--- src/rtl/instruction_fetch_unit.sv ---
// ---------------------------------------------------------------------------
// instruction_fetch_unit
//
// Front-end stage of the MIPS core. Owns the byte-addressed program counter,
// fetches one 32-bit word at a time from instruction memory, holds it for the
// datapath until accepted, then computes the next PC from the datapath's
// jump/branch outputs. Counts retired instructions and latches a sticky
// fault if the memory never answers a request.
//
// Parameters
//   RESET_VEC      byte address of the first instruction (word aligned)
//   TIMEOUT        REQ cycles tolerated without imem_valid; 0 disables
//
// Ports
//   clk            core clock, rising edge
//   rst            asynchronous active-low reset
//   imem_req       fetch request (level, registered)
//   imem_addr      fetch byte address, stable while imem_req=1
//   imem_valid     memory response valid (only looked at in REQ)
//   imem_rdata     instruction word, qualified by imem_valid
//   instruction    instruction held for the datapath
//   instr_valid    instruction valid and awaiting acceptance
//   core_ready     datapath completes the held instruction this cycle
//   jump           datapath jump flag for the held instruction
//   branch_success datapath taken-branch flag
//   jump_address   jump index (26 bits) or sign-extended word offset
//   pc_out         byte address of the held instruction
//   retire_count   instructions accepted since reset (wraps)
//   fetch_error    sticky watchdog fault
//   dbg_state      current FSM state (IDLE=0, REQ=1, ISSUE=2, ERROR=3)
//
// Handshakes: a memory transfer completes on a rising edge where
// imem_req=1 and imem_valid=1; an instruction is retired on a rising edge
// where instr_valid=1 and core_ready=1. imem_req and instr_valid are never
// high together, so at most one instruction is in flight.
// ---------------------------------------------------------------------------
module instruction_fetch_unit #(
    parameter logic [31:0] RESET_VEC = 32'h0000_0000,
    parameter int unsigned TIMEOUT   = 255
) (
    input  logic        clk,
    input  logic        rst,
    output logic        imem_req,
    output logic [31:0] imem_addr,
    input  logic        imem_valid,
    input  logic [31:0] imem_rdata,
    output logic [31:0] instruction,
    output logic        instr_valid,
    input  logic        core_ready,
    input  logic        jump,
    input  logic        branch_success,
    input  logic [31:0] jump_address,
    output logic [31:0] pc_out,
    output logic [31:0] retire_count,
    output logic        fetch_error,
    output logic [1:0]  dbg_state
);

    typedef enum logic [1:0] {
        IDLE  = 2'd0,
        REQ   = 2'd1,
        ISSUE = 2'd2,
        ERROR = 2'd3
    } state_t;

    localparam logic [15:0] TIMEOUT_W = 16'(TIMEOUT);

    state_t      state_q,  state_d;
    logic        req_q,    req_d;
    logic [31:0] addr_q,   addr_d;
    logic [31:0] instr_q,  instr_d;
    logic        ivalid_q, ivalid_d;
    logic [31:0] pc_q,     pc_d;
    logic [31:0] retire_q, retire_d;
    logic        err_q,    err_d;
    logic [15:0] wait_q,   wait_d;

    logic [31:0] pc_plus4;
    logic [31:0] next_pc;

    // Next PC for the held instruction; jump wins over a taken branch.
    always_comb begin
        pc_plus4 = pc_q + 32'd4;
        if (jump) begin
            next_pc = {pc_plus4[31:28], jump_address[25:0], 2'b00};
        end else if (branch_success) begin
            next_pc = pc_plus4 + (jump_address << 2);
        end else begin
            next_pc = pc_plus4;
        end
    end

    always_comb begin
        state_d  = state_q;
        req_d    = req_q;
        addr_d   = addr_q;
        instr_d  = instr_q;
        ivalid_d = ivalid_q;
        pc_d     = pc_q;
        retire_d = retire_q;
        err_d    = err_q;
        wait_d   = wait_q;
        case (state_q)
            IDLE: begin
                state_d = REQ;
                req_d   = 1'b1;
                addr_d  = RESET_VEC;
            end
            REQ: begin
                // A response on the timeout edge still counts as a success.
                if (imem_valid) begin
                    instr_d  = imem_rdata;
                    ivalid_d = 1'b1;
                    req_d    = 1'b0;
                    pc_d     = addr_q;
                    wait_d   = 16'd0;
                    state_d  = ISSUE;
                end else if ((TIMEOUT != 0) && (wait_q >= TIMEOUT_W)) begin
                    req_d    = 1'b0;
                    ivalid_d = 1'b0;
                    err_d    = 1'b1;
                    state_d  = ERROR;
                end else begin
                    wait_d = wait_q + 16'd1;
                end
            end
            ISSUE: begin
                if (core_ready) begin
                    retire_d = retire_q + 32'd1;
                    ivalid_d = 1'b0;
                    req_d    = 1'b1;
                    addr_d   = next_pc;
                    state_d  = REQ;
                end
            end
            ERROR: begin
                // Terminal until reset.
                req_d    = 1'b0;
                ivalid_d = 1'b0;
                err_d    = 1'b1;
            end
            default: state_d = IDLE;
        endcase
    end

    always_ff @(posedge clk or negedge rst) begin
        if (!rst) begin
            state_q  <= IDLE;
            req_q    <= 1'b0;
            addr_q   <= RESET_VEC;
            instr_q  <= 32'd0;
            ivalid_q <= 1'b0;
            pc_q     <= RESET_VEC;
            retire_q <= 32'd0;
            err_q    <= 1'b0;
            wait_q   <= 16'd0;
        end else begin
            state_q  <= state_d;
            req_q    <= req_d;
            addr_q   <= addr_d;
            instr_q  <= instr_d;
            ivalid_q <= ivalid_d;
            pc_q     <= pc_d;
            retire_q <= retire_d;
            err_q    <= err_d;
            wait_q   <= wait_d;
        end
    end

    assign imem_req     = req_q;
    assign imem_addr    = addr_q;
    assign instruction  = instr_q;
    assign instr_valid  = ivalid_q;
    assign pc_out       = pc_q;
    assign retire_count = retire_q;
    assign fetch_error  = err_q;
    assign dbg_state    = state_q;

endmodule

--- config.mk ---
export PLATFORM = sky130hd
export DESIGN_NAME = instruction_fetch_unit
export DESIGN_NICKNAME = d
export VERILOG_FILES = /design/src/rtl/instruction_fetch_unit.sv
export SDC_FILE = /design/constraint.sdc
export NUM_CORES = 1
export LEC_CHECK = 0
export ABC_AREA = 1
export BUFFER_PORTS_ARGS = -buffer_cell sky130_fd_sc_hd__buf_4
export CAP_MARGIN = 20
export CORE_ASPECT_RATIO = 1.4
export CORE_MARGIN = 2
export CORE_UTILIZATION = 25
export CTS_BUF_LIST = sky130_fd_sc_hd__clkbuf_2
export DETAILED_ROUTE_END_ITERATION = 8
export MAX_ROUTING_LAYER = met4
export PLACE_DENSITY = 0.46
export SLEW_MARGIN = 20
export SYNTH_ARGS = -nofsm -noshare
export SYNTH_HDL_FRONTEND = slang
export SYNTH_SLANG_ARGS = --single-unit
--- constraint.sdc ---
create_clock -name clk -period 7 [get_ports clk]
set_input_delay 1.05 -clock clk [delete_from_list [all_inputs] [get_ports clk]]
set_output_delay 1.05 -clock clk [all_outputs]
set_load 0.05 [all_outputs]
==> metrics.txt <==
cts hold-fix bufs 0; highest-delay cell along the critical path dfrtp_1; Synth Area in Compound Gates 7.16%; Inst Count DP 2092; Synth top area share a little under two fifths; H-tree levels 4; vias in the first global route 9333; global-route wire length before repair around 52000 µm; post-route cell area 0.0121 mm²; final worst-path cycle share 54.6%; Startpoint Class flip-flop; R2R setup slack around 3.2 ns; Post-DRT Antenna Nets 0; multiplexer area fraction after synthesis less than 1%; final non-filler cell total roughly 2100; Final Hold Violating Endpoints 0; Max Cap Violations 0; adder-cell share of the synthesized area under 10%; # IOs around 200; yosys warns 0; f_max 0.262 GHz; DRT iter0 DRCs 514; # DRC 0; critical path data required time between 7 and 8 ns; Post-Synthesis Mean Instance Area between 6 and 7 µm²; CTS resizes 0; PortBufs 200; critical path arrival roughly 4.5 ns; Clock transition at path regs approximately 0.29 ns; placed instance area ~0.012 mm²; reg2reg path depth 22; flop and latch count out of synthesis 149; Async SR Flop Fraction between 90% and 100%; status complete, no violations; xor-xnor portion of the synthesized cell area about 5.4%; core area roughly 0.038 mm²; worst hold path type input pin to asynchronous set/reset pin; antenna violations before repair 1; Rows 85; total grt overflow 0; WL final roughly 34000 µm; clock skew between 0.04 and 0.05 ns; total power around 3600 µW; gp weighted congestion 0.932; clk buf depth 2; worst skew pair latency 0.81 ns; RSZ-0062 raised after global routing no; Post-Synth Simple-Gate Area between 30 and 40%; Synth Instances about 1400; syn_nets 1503; Critical Path Most Common Cell nand2_1; starting density of the core 25.3%; CTS root buf clkbuf_2; ys flop type dfrtp_1; Die Y 237 µm; worst path cell trace ha_1, inv_1, nor2_4, inv_2, nor2_1, nand2_1, xor2_1, inv_1, ha_1, inv_1, nor3_1, nand2_1, inv_1, nand2_1, nand2_1, inv_1, nand2_1, nand2_1, nand3_1, nand2_1, nand2_1, nand2_1; Cell variety after synth 47; Tightest Pin Transition between 1 and 1.5 ns; Worst Hold Margin 0.245 ns; Crit path largest cell delay 0.58 ns; largest net degree at the start of global routing approximately 100; Post-synth EDFFs 0; Seq/Total Area, Yosys about two fifths; cts bufs inserted 17; crit path time final between 3 and 4 ns; die width around 170 µm; DP HPWL 27700 µm; Layout Nets ~1700; DR vias between 9000 and 10000; Pins Over Slew Limit 0; total iterations of the first detailed-routing run 5; Rel. slew slack 32.7%; Mapped Area slightly below 0.01 mm²; Reg-to-Reg Start pc_out[3]; Synth area leader dfrtp_1; synth top area cells dfrtp_1 (38%), nand2_1 (20%), inv_1 (6.6%), nor2_1 (5.3%), ha_1 (4.8%); main combinational cell family by area after synthesis simple AND/OR/NAND/NOR gates; Max IR drop VDD around 0.15 mV; DR WL/cell 16.1 µm; PD cells 295 mW/mm²; share of layout cells above drive strength 1 between 15 and 20%; clock sink count 149; leak pwr 0.00649 µW; CTS tree built; Die ar. slightly above 0.04 mm²; all-layer global routing usage between 10% and 20%; Setup Buffers After CTS 0; crit end category flip-flop; Layout area overhead 24.2%; Setup TNS 0 ns; DR vias/cell 4.41; Final setup viols 0; kind of critical path flip-flop to flip-flop; r2r endpoint imem_addr[31]; CP max FO 7
[per-stage QoR]
| stage | setup WS, ns | utilization, % |
|---|---|---|
| 2_1_floorplan | 3.93 | - |
| 3_3_place_gp | 3.23 | 30.7 |
| 3_5_place_dp | 3.26 | 30.7 |
| 4_1_cts | 3.17 | 31.4 |
| 5_1_grt | 2.86 | 31.4 |
| 6_report | 3.18 | 31.4 |
[cell usage after synthesis, types with 2 or more instances]
| library cell | number |
|---|---|
| a21oi_1 | 43 |
| and2_1 | 3 |
| buf_2 | 9 |
| buf_4 | 2 |
| clkbuf_1 | 18 |
| clkinv_1 | 2 |
| dfrtp_1 | 149 |
| ha_1 | 37 |
| inv_1 | 171 |
| inv_2 | 8 |
| nand2_1 | 506 |
| nand2_2 | 8 |
| nand2_4 | 2 |
| nand3_1 | 65 |
| nand3_2 | 2 |
| nand3b_1 | 3 |
| nand4_1 | 20 |
| nand4_2 | 4 |
| nor2_1 | 138 |
| nor2_2 | 5 |
| nor2_4 | 9 |
| nor3_1 | 25 |
| nor3_2 | 4 |
| nor4_1 | 3 |
| o211ai_1 | 4 |
| o21ai_0 | 63 |
| o21ai_1 | 6 |
| o21bai_1 | 7 |
| or2_2 | 3 |
| xnor2_1 | 21 |
| xor2_1 | 39 |
[cells in the final DEF, fill, tap and decap left out, types with 4 or more instances in the layout]
cell / instances
dfrtp_1: 149
nor2_4: 10
nand4_1: 20
nand2_2: 8
inv_6: 6
inv_2: 8
clkbuf_2: 17
nand2_1: 506
nand3_1: 65
nor2_1: 137
nor2_2: 5
nand4_2: 4
o21bai_1: 7
xor2_1: 39
o21ai_1: 6
o211ai_1: 4
a21oi_1: 43
buf_4: 204
o21ai_0: 63
xnor2_1: 21
ha_1: 37
nor3_1: 25
nor3_2: 4
inv_1: 171
[flip-flops by register name, summed over array words and instances, names as in the netlist]
| register | count |
|---|---|
| wait_q | 16 |
| imem_addr | 32 |
| pc_out | 32 |
| instr_valid | 1 |
| fetch_error | 1 |
| retire_count | 32 |
| instruction | 32 |
| dbg_state | 2 |
| imem_req | 1 |
[critical path, delay by kind of cell, from the launching register on]
kind / cells / cell delay (ns)
buffers and inverters: 6 / 0.51
DFF: 1 / 0.58
xor gates and xnor gates: 1 / 0.22
and+or+nand+nor: 13 / 1.79
adders and majority gates: 2 / 0.58
[cell families after synthesis]
family / count (synthesis)
simple gates: 805
buf+inv: 212
flops: 149
compound gates: 130
xor+xnor: 60
fa+ha+maj: 38
mux: 1
[report_power, final]
group	internal (µW)	switching [µW]	leakage [µW]
combinational	527	1250	0.00444
clock	182	377	0.000156
sequential	1040	192	0.00190
[worst max-delay path by stage]
stage / slack, ns / end / depth (start not counted) / from
2_1_floorplan: 3.93 / imem_addr[21] / 20 / pc_out[3]
3_3_place_gp: 3.23 / imem_addr[2] / 9 / core_ready
3_5_place_dp: 3.26 / imem_addr[21] / 20 / pc_out[3]
4_1_cts: 3.17 / imem_addr[31] / 20 / pc_out[3]
5_1_grt: 2.86 / imem_addr[31] / 20 / pc_out[3]
6_report: 3.18 / imem_addr[31] / 22 / pc_out[3]
[metal layers]
layer  global-route usage [%]  share of wire, %  vias up
met4                     6.97               3.1        0
met2                     31.0                52      206
li1                         -                 -     4752
met1                     19.6                40     4376
met3                     2.86               4.0       45
met5                        -                 0        -
[cell type report]
| cell class | count | area (µm²) |
|---|---|---|
| fillers | 4289 | 26300 |
| multi-input cells | 1034 | 5170 |
| flip-flops and latches | 149 | 3730 |
| repair buffers | 206 | 1560 |
| inverters | 181 | 679 |
| well taps | 522 | 653 |
| clock inverters | 15 | 186 |
| clock buffers | 17 | 85.1 |
| diodes | 1 | 2.50 |
(Power assumes the default switching activity.)
